--- config.mk ---
export PLATFORM = sky130hd
export DESIGN_NAME = fetch_unit
export DESIGN_NICKNAME = d
export VERILOG_FILES = /design/src/rtl/fetch_unit_pkg.sv /design/src/rtl/fetch_queue.sv /design/src/rtl/fetch_unit.sv
export SDC_FILE = /design/constraint.sdc
export NUM_CORES = 1
export LEC_CHECK = 0
export CAP_MARGIN = 10
export CORE_MARGIN = 2
export CORE_UTILIZATION = 45
export DETAILED_ROUTE_END_ITERATION = 12
export PLACE_DENSITY_LB_ADDON = 0.08
export RECOVER_POWER = 100
export SLEW_MARGIN = 20
export SYNTH_ARGS = -nofsm -noshare
export SYNTH_HDL_FRONTEND = slang
export SYNTH_SLANG_ARGS = --single-unit
--- constraint.sdc ---
create_clock -name clk -period 4 [get_ports clk]
set_clock_uncertainty 0.2 [all_clocks]
set_input_delay 1 -clock clk [delete_from_list [all_inputs] [get_ports clk]]
set_output_delay 1 -clock clk [all_outputs]
set_load 0.02 [all_outputs]
--- src/rtl/fetch_unit_pkg.sv ---
// Shared constants and types for the instruction fetch stage.
package fetch_unit_pkg;

  localparam int XLEN = 32;
  localparam logic [XLEN-1:0] NOP_INSTR        = '0;
  localparam logic [XLEN-1:0] RESET_PC_DEFAULT = 32'h0000_0000;
  localparam logic [XLEN-1:0] PC_INC           = 32'd4;

  typedef struct packed {
    logic [XLEN-1:0] pc;
    logic [XLEN-1:0] instr;
  } fetch_entry_t;

  function automatic logic [XLEN-1:0] align_pc(input logic [XLEN-1:0] addr);
    return {addr[XLEN-1:2], 2'b00};
  endfunction

endpackage

--- src/rtl/fetch_queue.sv ---
// In-order {pc, instr} buffer between instruction memory and decode.
module fetch_queue
  import fetch_unit_pkg::*;
#(
  parameter int DEPTH = 4,
  localparam int PW = $clog2(DEPTH),
  localparam int CW = PW + 1
) (
  input  logic         clk_i,
  input  logic         rst_ni,
  input  logic         push_i,
  input  fetch_entry_t push_data_i,
  input  logic         pop_i,
  input  logic         flush_i,
  output fetch_entry_t head_o,
  output logic [CW-1:0] count_o
);

  fetch_entry_t      mem_q [DEPTH];
  logic [PW-1:0]     wr_ptr_q, rd_ptr_q;
  logic [CW-1:0]     count_q;

  // Pointers wrap naturally because DEPTH is a power of two.
  always_ff @(posedge clk_i) begin
    if (!rst_ni || flush_i) begin
      wr_ptr_q <= '0;
      rd_ptr_q <= '0;
      count_q  <= '0;
    end else begin
      if (push_i) wr_ptr_q <= wr_ptr_q + PW'(1);
      if (pop_i)  rd_ptr_q <= rd_ptr_q + PW'(1);
      count_q <= count_q + CW'(push_i) - CW'(pop_i);
    end
  end

  always_ff @(posedge clk_i) begin
    if (push_i && !flush_i) mem_q[wr_ptr_q] <= push_data_i;
  end

  assign head_o  = mem_q[rd_ptr_q];
  assign count_o = count_q;

endmodule

--- src/rtl/fetch_unit.sv ---
// Fetch stage: PC, credit-limited imem requests, redirect flush and discard.
// FETCH_BYPASS_EN: present a response straight to decode when the queue is empty.
module fetch_unit
  import fetch_unit_pkg::*;
#(
  parameter logic [XLEN-1:0] RESET_PC = RESET_PC_DEFAULT,
  parameter int              DEPTH    = 4
) (
  input  logic            clk,
  input  logic            rst_n,
  output logic            imem_req_valid,
  output logic [XLEN-1:0] imem_req_addr,
  input  logic            imem_req_ready,
  input  logic            imem_rsp_valid,
  input  logic [XLEN-1:0] imem_rsp_data,
  output logic            dec_valid,
  input  logic            dec_ready,
  output logic [XLEN-1:0] dec_instr,
  output logic [XLEN-1:0] dec_pc,
  input  logic            redirect_valid,
  input  logic [XLEN-1:0] redirect_pc
);

  localparam int CW = $clog2(DEPTH) + 1;

  logic [XLEN-1:0] pc_q, pc_d, rsp_pc_q, rsp_pc_d;
  logic [CW-1:0]   inflight_q, inflight_d, discard_q, discard_d, count;
  fetch_entry_t    head, push_entry, dec_sel;
  logic            req_fire, rsp_keep, push, pop, bypass_hit;

  // Outstanding requests plus buffered entries never exceed DEPTH, so a
  // response always finds room in the queue.
  assign imem_req_valid = rst_n && !redirect_valid &&
                          (({1'b0, inflight_q} + {1'b0, count}) < (CW+1)'(DEPTH));
  assign imem_req_addr  = pc_q;
  assign req_fire       = imem_req_valid && imem_req_ready;

  assign rsp_keep   = imem_rsp_valid && (discard_q == '0) && !redirect_valid;
  assign push_entry = '{pc: rsp_pc_q, instr: imem_rsp_data};

`ifdef FETCH_BYPASS_EN
  assign bypass_hit = rsp_keep && (count == '0);
`else
  assign bypass_hit = 1'b0;
`endif

  always_comb begin
    dec_sel = head;
    if (count == '0) dec_sel = push_entry;
  end

  assign dec_valid = rst_n && !redirect_valid && ((count != '0) || bypass_hit);
  assign dec_instr = dec_valid ? dec_sel.instr : NOP_INSTR;
  assign dec_pc    = dec_valid ? dec_sel.pc    : '0;

  assign pop  = dec_valid && dec_ready && (count != '0);
  assign push = rsp_keep && !(bypass_hit && dec_ready);

  always_comb begin
    pc_d       = req_fire ? pc_q + PC_INC : pc_q;
    rsp_pc_d   = rsp_keep ? rsp_pc_q + PC_INC : rsp_pc_q;
    inflight_d = inflight_q + CW'(req_fire) - CW'(imem_rsp_valid);
    discard_d  = discard_q;
    if (imem_rsp_valid && (discard_q != '0)) discard_d = discard_q - CW'(1);
    // Every fetch still outstanding after this cycle belongs to the old path.
    if (redirect_valid) begin
      pc_d      = align_pc(redirect_pc);
      rsp_pc_d  = align_pc(redirect_pc);
      discard_d = inflight_d;
    end
  end

  always_ff @(posedge clk) begin
    if (!rst_n) begin
      pc_q       <= RESET_PC;
      rsp_pc_q   <= RESET_PC;
      inflight_q <= '0;
      discard_q  <= '0;
    end else begin
      pc_q       <= pc_d;
      rsp_pc_q   <= rsp_pc_d;
      inflight_q <= inflight_d;
      discard_q  <= discard_d;
    end
  end

  fetch_queue #(.DEPTH(DEPTH)) u_queue (
    .clk_i       (clk),
    .rst_ni      (rst_n),
    .push_i      (push),
    .push_data_i (push_entry),
    .pop_i       (pop),
    .flush_i     (redirect_valid),
    .head_o      (head),
    .count_o     (count)
  );

endmodule

# == Word level (Yosys, flattened, before mapping) ==
# Memory sizes are Yosys's and may differ from the RTL's. A register that Yosys moved wholly into a read port is not among the register bits.
# Index checks and enable logic that the tools add are counted.
# classes
addsub,10
order_cmp,1
muxes,13
bitwise,1
n_reduce_logical,21
# ops
operator,count
$mux W32,6
$add A32 B3 Y32 const B,2
$mux W64,1
$logic_and A1 B1 Y1,10
$add A3 B1 Y3,2
$logic_not A3 Y1,2
$mux W3,2
$reduce_bool A2 Y1,3
$reduce_bool A3 Y1,2
$sub A3 B1 Y3,2
$add A2 B1 Y2 const B,2
$add A3 B3 Y4,1
$lt A4 B3 Y1 const B,1
$mux W2,2
$sub A3 B1 Y3 const B,1
$logic_not A1 Y1,2
$mux W1,2
$reduce_or A2 Y1,1
$logic_or A1 B1 Y1,1
$not A1 Y1,1
# word_totals
regBits,77
ram_bits,256
in_bits,70
word_cells,56
n_memories,1
# memory_table
name,depth,width,rd,rd_ports_with_merged_regs,wr,line,text
u_queue.mem_q,4,64,1,1,1,fetch_queue.sv:19,fetch_entry_t mem_q [DEPTH];

# == Logic depth before layout (Yosys ltp) ==
# Gate-level depths: netlist of run 1.
# logic_depth
word_depth,7
depth_mapped,12

# == Cells and area by module ==
# From an unflattened synthesis of run 1, not the netlist that was laid out.
# unflattened
hier_cells,903
area_unflattened_um2,13875.8
# modules_own_cells
module,instances,cells_each,area_each_um2,seq_area_each_um2
fetch_queue,1,379,9756.9,7867.5
fetch_unit,1,524,4119.0,1321.3

# == Least setup slack after synthesis of run 1 ==
# Ideal clock, no wire load.
# synth_path
kind,in2reg
start,input imem_rsp_valid
end,memory u_queue.mem_q[0][0] (netlist name) (enable)
setup_time_ns,0.427
arrival_ns,3.034
t_required_ns,3.373
setup_slack_ns,0.339
stages,3
path_buffers,1
path_cell_list,and3b_1 -> clkbuf_1 -> and3_1
# synth_between
elab_chain_cells,5
# synth_rtl
item,line,text
from (decl),fetch_unit.sv:14,"input logic imem_rsp_valid,"
$logic_and A1 B1 Y1 (2 in series),fetch_unit.sv:38,assign rsp_keep = imem_rsp_valid && (discard_q == '0) && !redirect_valid;
$logic_and A1 B1 Y1,fetch_queue.sv:37,if (push_i && !flush_i) mem_q[wr_ptr_q] <= push_data_i;
$mux W1,fetch_queue.sv:37,
$mux W1 (not written as such),fetch_queue.sv:37,
to (decl),fetch_queue.sv:19,
# Every way passes these cells.

# == Worst setup path after layout of run 1 ==
# layout_path
start,input redirect_valid
end,output dec_valid
# layout_between
elab_chain_cells,3
# layout_rtl
item,line,text
from (decl),fetch_unit.sv:20,"input logic redirect_valid,"
$logic_not A1 Y1,fetch_unit.sv:52,assign dec_valid = rst_n && !redirect_valid && ((count != '0) || bypass_hit);
$logic_and A1 B1 Y1 (2 in series),fetch_unit.sv:52,
to (decl),fetch_unit.sv:16,"output logic dec_valid,"
# Every way passes these cells.

==> results of run 1 <==
-- flip-flops by register name (all words and copies together), names as in the netlist, named ones only --
register / count
rsp_pc_q: 30
u_queue.count_o: 3
imem_req_addr: 30
u_queue.wr_ptr_q: 2
u_queue.rd_ptr_q: 2
u_queue.mem_q: 248
inflight_q: 3
discard_q: 3
-- kinds of logic (layout without fill, tap and decap cells) --
group           Yosys count  in the layout  share of synthesized area
simple gates            255            255                      0.115
other cells               1              5                   0.000278
flops                   323            323                      0.663
buf+inv                  67            267                     0.0222
fa+ha+maj                16             16                     0.0160
xor+xnor                 43             43                     0.0279
compound gates          120            120                     0.0513
mux                      63             63                      0.104
-- critical path, stage by stage --
cell and delay [ps]:
clkdlybuf4s50_1 430, nand2b_1 210, nor2_4 190, buf_4 210, clkdlybuf4s50_1 620
-- metal layers --
layer	track usage	vias to the layer above	share of wire
met3	0.0341	35	0.059
met5	0	-	0
met1	0.271	4025	0.47
met2	0.293	229	0.46
li1	-	3780	-
met4	0.0417	0	0.015
-- cells in the final DEF, fill, tap and decap left out, types with 3 or more instances in the layout --
cell / count
dlygate4sd2_1: 62
and2_1: 47
and2_0: 25
nand3_2: 3
and3_1: 21
and4_1: 7
nand4_1: 27
nor2_1: 22
buf_12: 3
clkinv_1: 6
nand2_1: 41
a31oi_1: 15
or3_1: 4
o21ai_0: 37
inv_1: 15
nand3_1: 29
edfxtp_1: 248
clkbuf_16: 36
a21oi_1: 43
conb_1: 4
nor4_4: 3
or4_1: 4
xor2_1: 28
clkbuf_2: 8
mux4_2: 62
clkbuf_1: 15
buf_4: 9
ha_1: 14
nor4_1: 3
nor3_1: 7
clkinv_2: 8
xnor2_1: 15
dlygate4sd3_1: 63
dfxtp_1: 73
clkdlybuf4s50_1: 36
o211ai_1: 4
a311oi_1: 3
-- metrics by stage --
step,hold slack (ps),std cells,util,TNS [ps],worst slack (ps)
4_1_cts,301,1481,0.564,0,92.2
5_1_grt,319,1481,0.559,0,16.4
2_1_floorplan,266,891,-,0,339
3_5_place_dp,293,1421,0.531,-1560,-68.5
3_3_place_gp,286,1421,0.531,-998,-64.8
6_report,304,1482,0.559,0,129
-- how the worst max path moves through the flow --
stage	cells after the start	endpoint
2_1_floorplan	3	u_queue.mem_q[0][0]
3_3_place_gp	6	dec_instr[31]
3_5_place_dp	6	dec_instr[31]
4_1_cts	5	dec_valid
5_1_grt	6	dec_pc[10]
6_report	5	dec_valid
-- timing repair --
action / 4_1_cts / 5_1_grt
hold endpoints to repair: 0 / 0
hold buffers: 0 / 0
setup endpoints to repair: 62 / 0
resized for setup: 62 / 0
setup buffers: 0 / 0
-- layout make-up --
cell class | instances | area (sq um) | share of cell area
diodes | 1 | 2.50 | 0.000152
clock buffers | 42 | 923 | 0.0559
clock inverters | 18 | 121 | 0.00735
inverters | 16 | 60.1 | 0.00364
multi-input cells | 501 | 4230 | 0.256
flip-flops and latches | 323 | 8950 | 0.542
well taps | 390 | 488 | 0.0295
repair buffers | 191 | 1740 | 0.106
-- report_power, final --
group	leakage (nW)	switching, W	total [W]	internal [W]
Clock	0.513	0.00124	0.00295	0.00171
Sequential	2.88	0.000105	0.00387	0.00377
Combinational	2.42	0.000323	0.000586	0.000262
==> impl_metrics.yaml, run 1 <==
critical_path:
  critPathLaunchType: "input pin"
  r2r_end: "rsp_pc_q[30]"
  rr_startpoint: "discard_q[0]"
  crit_fanout: 14
  cp-end-kind: "output pin"
  crit_required_ps: 2800
  rrSetupSlack_ps: 1040
  critPathKind: "in2out"
  cp.arrival_ps: 2670
  reg2reg_depth: 7
  crit_start: "redirect_valid"
synth:
  yosys_warnings: 0
  netlist_area_sq_um: 13500
  ys_seq_elements: 323
  synth_edf_count: 248
  yosysMostFrequentCell: "edfxtp_1"
  syn_area_per_cell_sq_um: 15.2
  synth.area.top_cells: "edfxtp_1 (55%), dfxtp_1 (11%), mux4_2 (10%)"
  ys_top_cells_by_count: "edfxtp_1 (248), dfxtp_1 (75), and2_1 (72)"
  ys_async_sr_fraction: 0
  synth_top_area_frac: 0.552
  seq_area_frac_synth: 0.663
  synthCells: 888
  post-synth-top-area-cell: "edfxtp_1"
  synth_cell_types: 57
  ys.flop_type: "edfxtp_1"
drt:
  route.detailed.drc: 0
  drtPass1Iterations: 6
  first_iter_violations: 533
  wl_um: 29000
  vias: 8069
  routedWlPerCell_um: 19.5
  ant_nets: 0
  viasPerCell: 5.44
pwr:
  peakVddDrop_uv: 239
  power.leakage_nw: 5.81
  finalPower_w: 0.00741
  power.density_nw_per_um2: 448
placed_design:
  place.gp.congestion: 0.803
  portBuffers: 161
  dpl-instance-area_sq_um: 15700
  dp_hpwl_um: 18300
cts:
  root_buffer: "clkbuf_16"
  cts_tree: "yes"
  clkLatencyLatePin_ps: 500
  cts.path.max_buffers: 3
  cts.htree.levels: 2
  clk_pin_slew_worst_paths_ps: 50
  cts_buffers: 34
  cts.sink_count: 323
worst_hold_path:
  whs_path_depth: 2
  hp-start: "u_queue.wr_ptr_q[0]"
  hold_end: "u_queue.wr_ptr_q[0]"
  hold_class: "reg2reg"
floorplanning:
  core-area_sq_um: 29600
  die_h_um: 177
  start_util: 0.456
  pin_count: 168
  row_count: 63
  die_w_um: 177
  die_area_sq_um: 31400
final_layout:
  drive_gt1_frac: 0.135
  nNetsFinal: 1153
  design_area_sq_um: 16500
  area_growth_pct: 22.4
  nFillCells: 2446
sta:
  fin_crit_ps: 3870
  setup_viol: 0
  hold_viol_final: 0
  rsz0062_at_grt: "no"
  period_share: 0.968
  fmax_mhz: 258
  drv_slew: 0
  worst_pin_slew_ps: 1450
  maxSlewHeadroom: 0.0352
grt:
  grt_pass1_vias: 8017
  antenna_found_initial: 0
  grt.total_usage: 0.186
  grt_overflow_total: 0
  grt_pass1_wl_um: 45200
  grt_max_degree: 50
outcome:
  status: "completed"
flow_run:
  maxCapViolCount: 0
Power figures use the tool's default switching activity.
==> run 2: changes to the inputs <==
Settings changed: CORE_UTILIZATION 45 to 30.
==> run 2 against run 1 <==
- combinational power rose by 3%
- power rose by 3.7%
- first-iteration DRC count fell by 26%
- die area rose by 49%
- critical endpoint is now imem_req_valid
- non-clock buffer count rose by 9
- sequential share of layout area fell by 1.5 points
- worst hold slack got worse by 9.2 ps
- via count rose by 0.45%
- critical path type unchanged
- clock-buffer cell count rose by 4
- register-to-register slack improved by 80 ps
- core utilization fell by 18 points
- maximum frequency fell by 0.22%
==> impl_metrics.yaml, run 2 (synthesized netlist as in run 1, its figures left out) <==
outcome:
  status: "completed"
floorplanning:
  core-area_sq_um: 44300
  row_count: 77
  pin_count: 168
  die_area_sq_um: 46700
  die_w_um: 216
  start_util: 0.304
  die_h_um: 216
final_layout:
  instances_no_fill: 1703
  postLayoutCoreUtil: 0.383
  largest_reg_flops: 248
  nNetsFinal: 1166
  layout_commonest_cell: "edfxtp_1"
  drive_gt1_frac: 0.142
  mostFrequentLayoutCells: "edfxtp_1 (248), dfxtp_1 (73), dlygate4sd3_1 (63), mux4_2 (62), dlygate4sd2_1 (59)"
  top_register: "u_queue.mem_q"
  area_growth_pct: 25.8
sta:
  maxSlewHeadroom: 0.202
  period_share: 0.970
  worst_pin_slew_ps: 1200
  setup_viol: 0
  fmax_mhz: 258
  fin_crit_ps: 3880
  drv_slew: 0
  hold_viol_final: 0
  rsz0062_at_grt: "no"
grt:
  grt_max_degree: 46
  grt_pass1_vias: 8434
  antenna_found_initial: 0
  grt.total_usage: 0.144
  grt_overflow_total: 0
  grt_pass1_wl_um: 51300
critical_path:
  path_common_cell: "clkdlybuf4s50_1"
  cp_slowest_stage_delay_ps: 620
  critPathKind: "in2out"
  slowest_stage: "clkdlybuf4s50_1"
  cp.arrival_ps: 2680
  critical_path.cell_chain: "clkdlybuf4s50_1 > clkbuf_1 > nor4b_4 > and2_0 > clkdlybuf4s50_1"
  crit_fanout: 2
  cp-end-kind: "output pin"
  critPathLaunchType: "input pin"
  crit_required_ps: 2800
cts:
  clkLatencyLatePin_ps: 540
  cts_tree: "yes"
  cts.sink_count: 323
  cts_buffers: 38
  root_buffer: "clkbuf_16"
  cts.path.max_buffers: 3
  cts.htree.levels: 2
  clk_pin_slew_worst_paths_ps: 50
placed_design:
  placed_cells: 1632
  place.gp.congestion: 0.746
  dp_hpwl_um: 22000
  portBuffers: 161
pwr:
  power.leakage_nw: 5.89
  power.density_nw_per_um2: 452
  peakVddDrop_uv: 232
flow_run:
  maxCapViolCount: 0
drt:
  viasPerCell: 4.76
  wl_um: 33300
  route.detailed.drc: 0
  ant_nets: 0
  routedWlPerCell_um: 19.6
  first_iter_violations: 394
  drtPass1Iterations: 5
  vias: 8105
worst_hold_path:
  hold_class: "reg2reg"
## run 2: changes by cell type in the layout (fill, tap and decap cells not counted), moves of 3 or more
cell / delta
and2_0: -3
and2_1: +3
buf_12: +4
buf_4: +3
clkbuf_1: +6
clkbuf_16: +3
clkinv_1: +6
dlygate4sd2_1: -3
## run 2: layer usage
| metal | GRT usage | vias up | share of wire |
|---|---|---|---|
| li1 | - | 3830 | - |
| met1 | 0.197 | 4042 | 0.47 |
| met2 | 0.233 | 191 | 0.47 |
| met3 | 0.0316 | 42 | 0.046 |
| met4 | 0.0342 | 0 | 0.016 |
| met5 | 0 | - | 0 |
## run 2: cell type report
| class | count | area (sq um) |
|---|---|---|
| sequential | 323 | 8950 |
| antenna | 1 | 2.50 |
| multi-input combinational | 501 | 4220 |
| inverter | 16 | 60.1 |
| tap | 592 | 741 |
| clock buffer | 46 | 1000 |
| timing repair buffer | 200 | 1830 |
| clock inverter | 24 | 159 |
| fill | 4282 | 27300 |
## run 2: worst max-delay path, delay by kind of cell
family / cells / cell delay, ps
buffers and inverters: 3 / 1200
and+or+nand+nor: 2 / 470
## run 2: timing repair
| item | in CTS | in global routing |
|---|---|---|
| setup endpoints to repair | 59 | 3 |
| resized for setup | 59 | 3 |
| hold buffers | 0 | 0 |
| setup buffers | 0 | 0 |
| gates cloned | 0 | 0 |
## run 2: report_power, final
part	total, W	internal (W)	switching [W]
logic	0.000601	0.000265	0.000336
registers	0.00388	0.00377	0.000109
clock network	0.00320	0.00186	0.00135
## run 2: path summary, 6_finish.rpt
path	start	endpoint	slack, ps	cells past startpoint
hold reg to reg	u_queue.wr_ptr_q[0]	u_queue.wr_ptr_q[0]	300	2
setup reg to reg	inflight_q[2]	discard_q[2]	1120	11
hold / removal	u_queue.wr_ptr_q[0]	u_queue.wr_ptr_q[0]	300	2
setup / recovery	redirect_valid	imem_req_valid	120	5
## run 2: through the flow
stage	worst slack, ps	hold slack [ps]	power [W]	setup TNS [ps]	instance area [sq um]
after floorplan	339	266	0.00429	0	13500
after global placement	-120	284	0.00461	-4450	16100
after detailed placement	-133	287	0.00461	-5370	16100
after CTS	2.84	295	0.00787	0	17200
after global routing	24.6	348	0.00802	0	17000
final	120	295	0.00768	0	17000
==> run 3: changes to the inputs <==
Settings changed: CORE_ASPECT_RATIO from default to 1.5, RECOVER_POWER 100 to default, SLEW_MARGIN 20 to default.
==> run 3 against run 2 <==
- clock power is 4% lower
- first-iteration DRC count is 12% lower
- final cell count is 1.7% lower
- clock-buffer cell count increased by 2
- global-route usage about the same
- sequential cell count stayed put
- design area increased by 0.45%
- setup slack better by 29 ps
- maximum frequency increased by 0.75%
- largest cell class unchanged
- largest power group unchanged
==> impl_metrics.yaml, run 3 (synthesized netlist as in run 1, its figures left out) <==
sta:
  setup_viol: 0
  rsz0062_at_grt: "no"
  tns_ps: 0
  worst_pin_slew_ps: 650
  period_share: 0.963
  drv_slew: 0
  hold_viol_final: 0
  holdWs_ps: 309
  maxSlewHeadroom: 0.565
  fin_crit_ps: 3850
  fmax_mhz: 260
critical_path:
  critPathKind: "in2out"
  critPathLaunchType: "input pin"
  cp.arrival_ps: 2650
  crit_required_ps: 2800
  cp-end-kind: "output pin"
  crit_fanout: 2
pwr:
  peakVddDrop_uv: 230
  power.leakage_nw: 6.04
  power.density_nw_per_um2: 445
drt:
  routedWlPerCell_um: 19.8
  drtPass1Iterations: 4
  viasPerCell: 4.80
  vias: 8028
  first_iter_violations: 347
  route.detailed.drc: 0
  wl_um: 33100
  ant_nets: 0
final_layout:
  largest_reg_flops: 248
  design_area_sq_um: 17000
  nNetsFinal: 1154
  instances_no_fill: 1674
  mostFrequentLayoutCells: "edfxtp_1 (248), clkdlybuf4s50_1 (98), dfxtp_1 (73), and2_1 (72), mux4_2 (62)"
  diodes: 0
  top_register: "u_queue.mem_q"
  layout_commonest_cell: "edfxtp_1"
  postLayoutCoreUtil: 0.382
  area_growth_pct: 26.4
  drive_gt1_frac: 0.155
cts:
  clk_pin_slew_worst_paths_ps: 60
  cts.path.max_buffers: 3
  cts_setup_buffers: 0
  hold_buffers: 0
  cts.sink_count: 323
  cts_tree: "yes"
  cts.htree.levels: 2
  clkLatencyLatePin_ps: 520
  root_buffer: "clkbuf_16"
  cts_buffers: 34
grt:
  grt_pass1_wl_um: 51000
  grt_max_degree: 46
  antenna_found_initial: 0
  grt_overflow_total: 0
  grt_pass1_vias: 8613
  grt.total_usage: 0.143
outcome:
  status: "completed"
worst_hold_path:
  hold_class: "reg2reg"
floorplanning:
  start_util: 0.303
  row_count: 95
  pin_count: 168
  die_h_um: 264
  die_area_sq_um: 46700
  core-area_sq_um: 44600
  die_w_um: 177
placed_design:
  dpl-instance-area_sq_um: 16000
  place.gp.congestion: 0.785
  placed_cells: 1614
  dp_hpwl_um: 21200
  portBuffers: 161
flow_run:
  maxCapViolCount: 0
[run 3: cell count changes in the layout (fill, tap and decap cells not counted), sizes merged]
| cell | before | now |
|---|---|---|
| diode | 1 | 0 |
| dlygate4sd3 | 63 | 0 |
| dlygate4sd2 | 59 | 43 |
| bufinv | 1 | 0 |
| clkinvlp | 1 | 4 |
| clkbuf | 70 | 48 |
| buf | 19 | 37 |
| dlymetal6s2s | 0 | 14 |
| clkdlybuf4s50 | 35 | 98 |
| clkinv | 22 | 8 |
[run 3: worst max-delay path, cell delays in order]
cell and delay, ps:
clkdlybuf4s50_1 430, buf_4 160, nor4b_4 270, and2_1 180, clkdlybuf4s50_1 610
[run 3: path summary, 6_finish.rpt]
kind | startpoint | endpoint | slack [ps] | cells past startpoint
max reg2reg | inflight_q[2] | discard_q[2] | 1120 | 11
min | u_queue.wr_ptr_q[0] | u_queue.wr_ptr_q[0] | 310 | 2
max | redirect_valid | imem_req_valid | 150 | 5
min reg2reg | u_queue.wr_ptr_q[0] | u_queue.wr_ptr_q[0] | 310 | 2
[run 3: cell type report]
| type | instances | area, sq um |
|---|---|---|
| Clock buffer | 48 | 1020 |
| Clock inverter | 12 | 67.6 |
| Fill cell | 4315 | 27500 |
| Inverter | 16 | 60.1 |
| Multi-Input combinational cell | 501 | 4270 |
| Sequential cell | 323 | 8950 |
| Tap cell | 582 | 728 |
| Timing Repair Buffer | 192 | 1950 |
[run 3: metrics by stage]
stage,power (W),worst slack (ps)
after floorplan,0.00429,339
after global placement,0.00460,-78.2
after detailed placement,0.00460,-103
after CTS,0.00774,5.57
after global routing,0.00793,70.5
final,0.00759,149
[run 3: routing by layer]
| metal | track usage | wire (um) | part of all wire |
|---|---|---|---|
| met5 | 0 | 0 | 0 |
| met4 | 0.0449 | 735 | 0.022 |
| met3 | 0.0259 | 1540 | 0.047 |
| met2 | 0.262 | 17400 | 0.53 |
| met1 | 0.168 | 13400 | 0.41 |
[run 3: repair_timing]
| item | in CTS | in global routing |
|---|---|---|
| endpoints found under the setup margin | 53 | 14 |
| pin swaps | 0 | 0 |
| gates resized for setup | 44 | 14 |
[run 3: where the power goes]
group / internal, W / leakage, nW / switching [W] / total, W
clock network: 0.00178 / 0.518 / 0.00130 / 0.00308
registers: 0.00376 / 2.88 / 0.000109 / 0.00387
logic: 0.000303 / 2.64 / 0.000336 / 0.000639
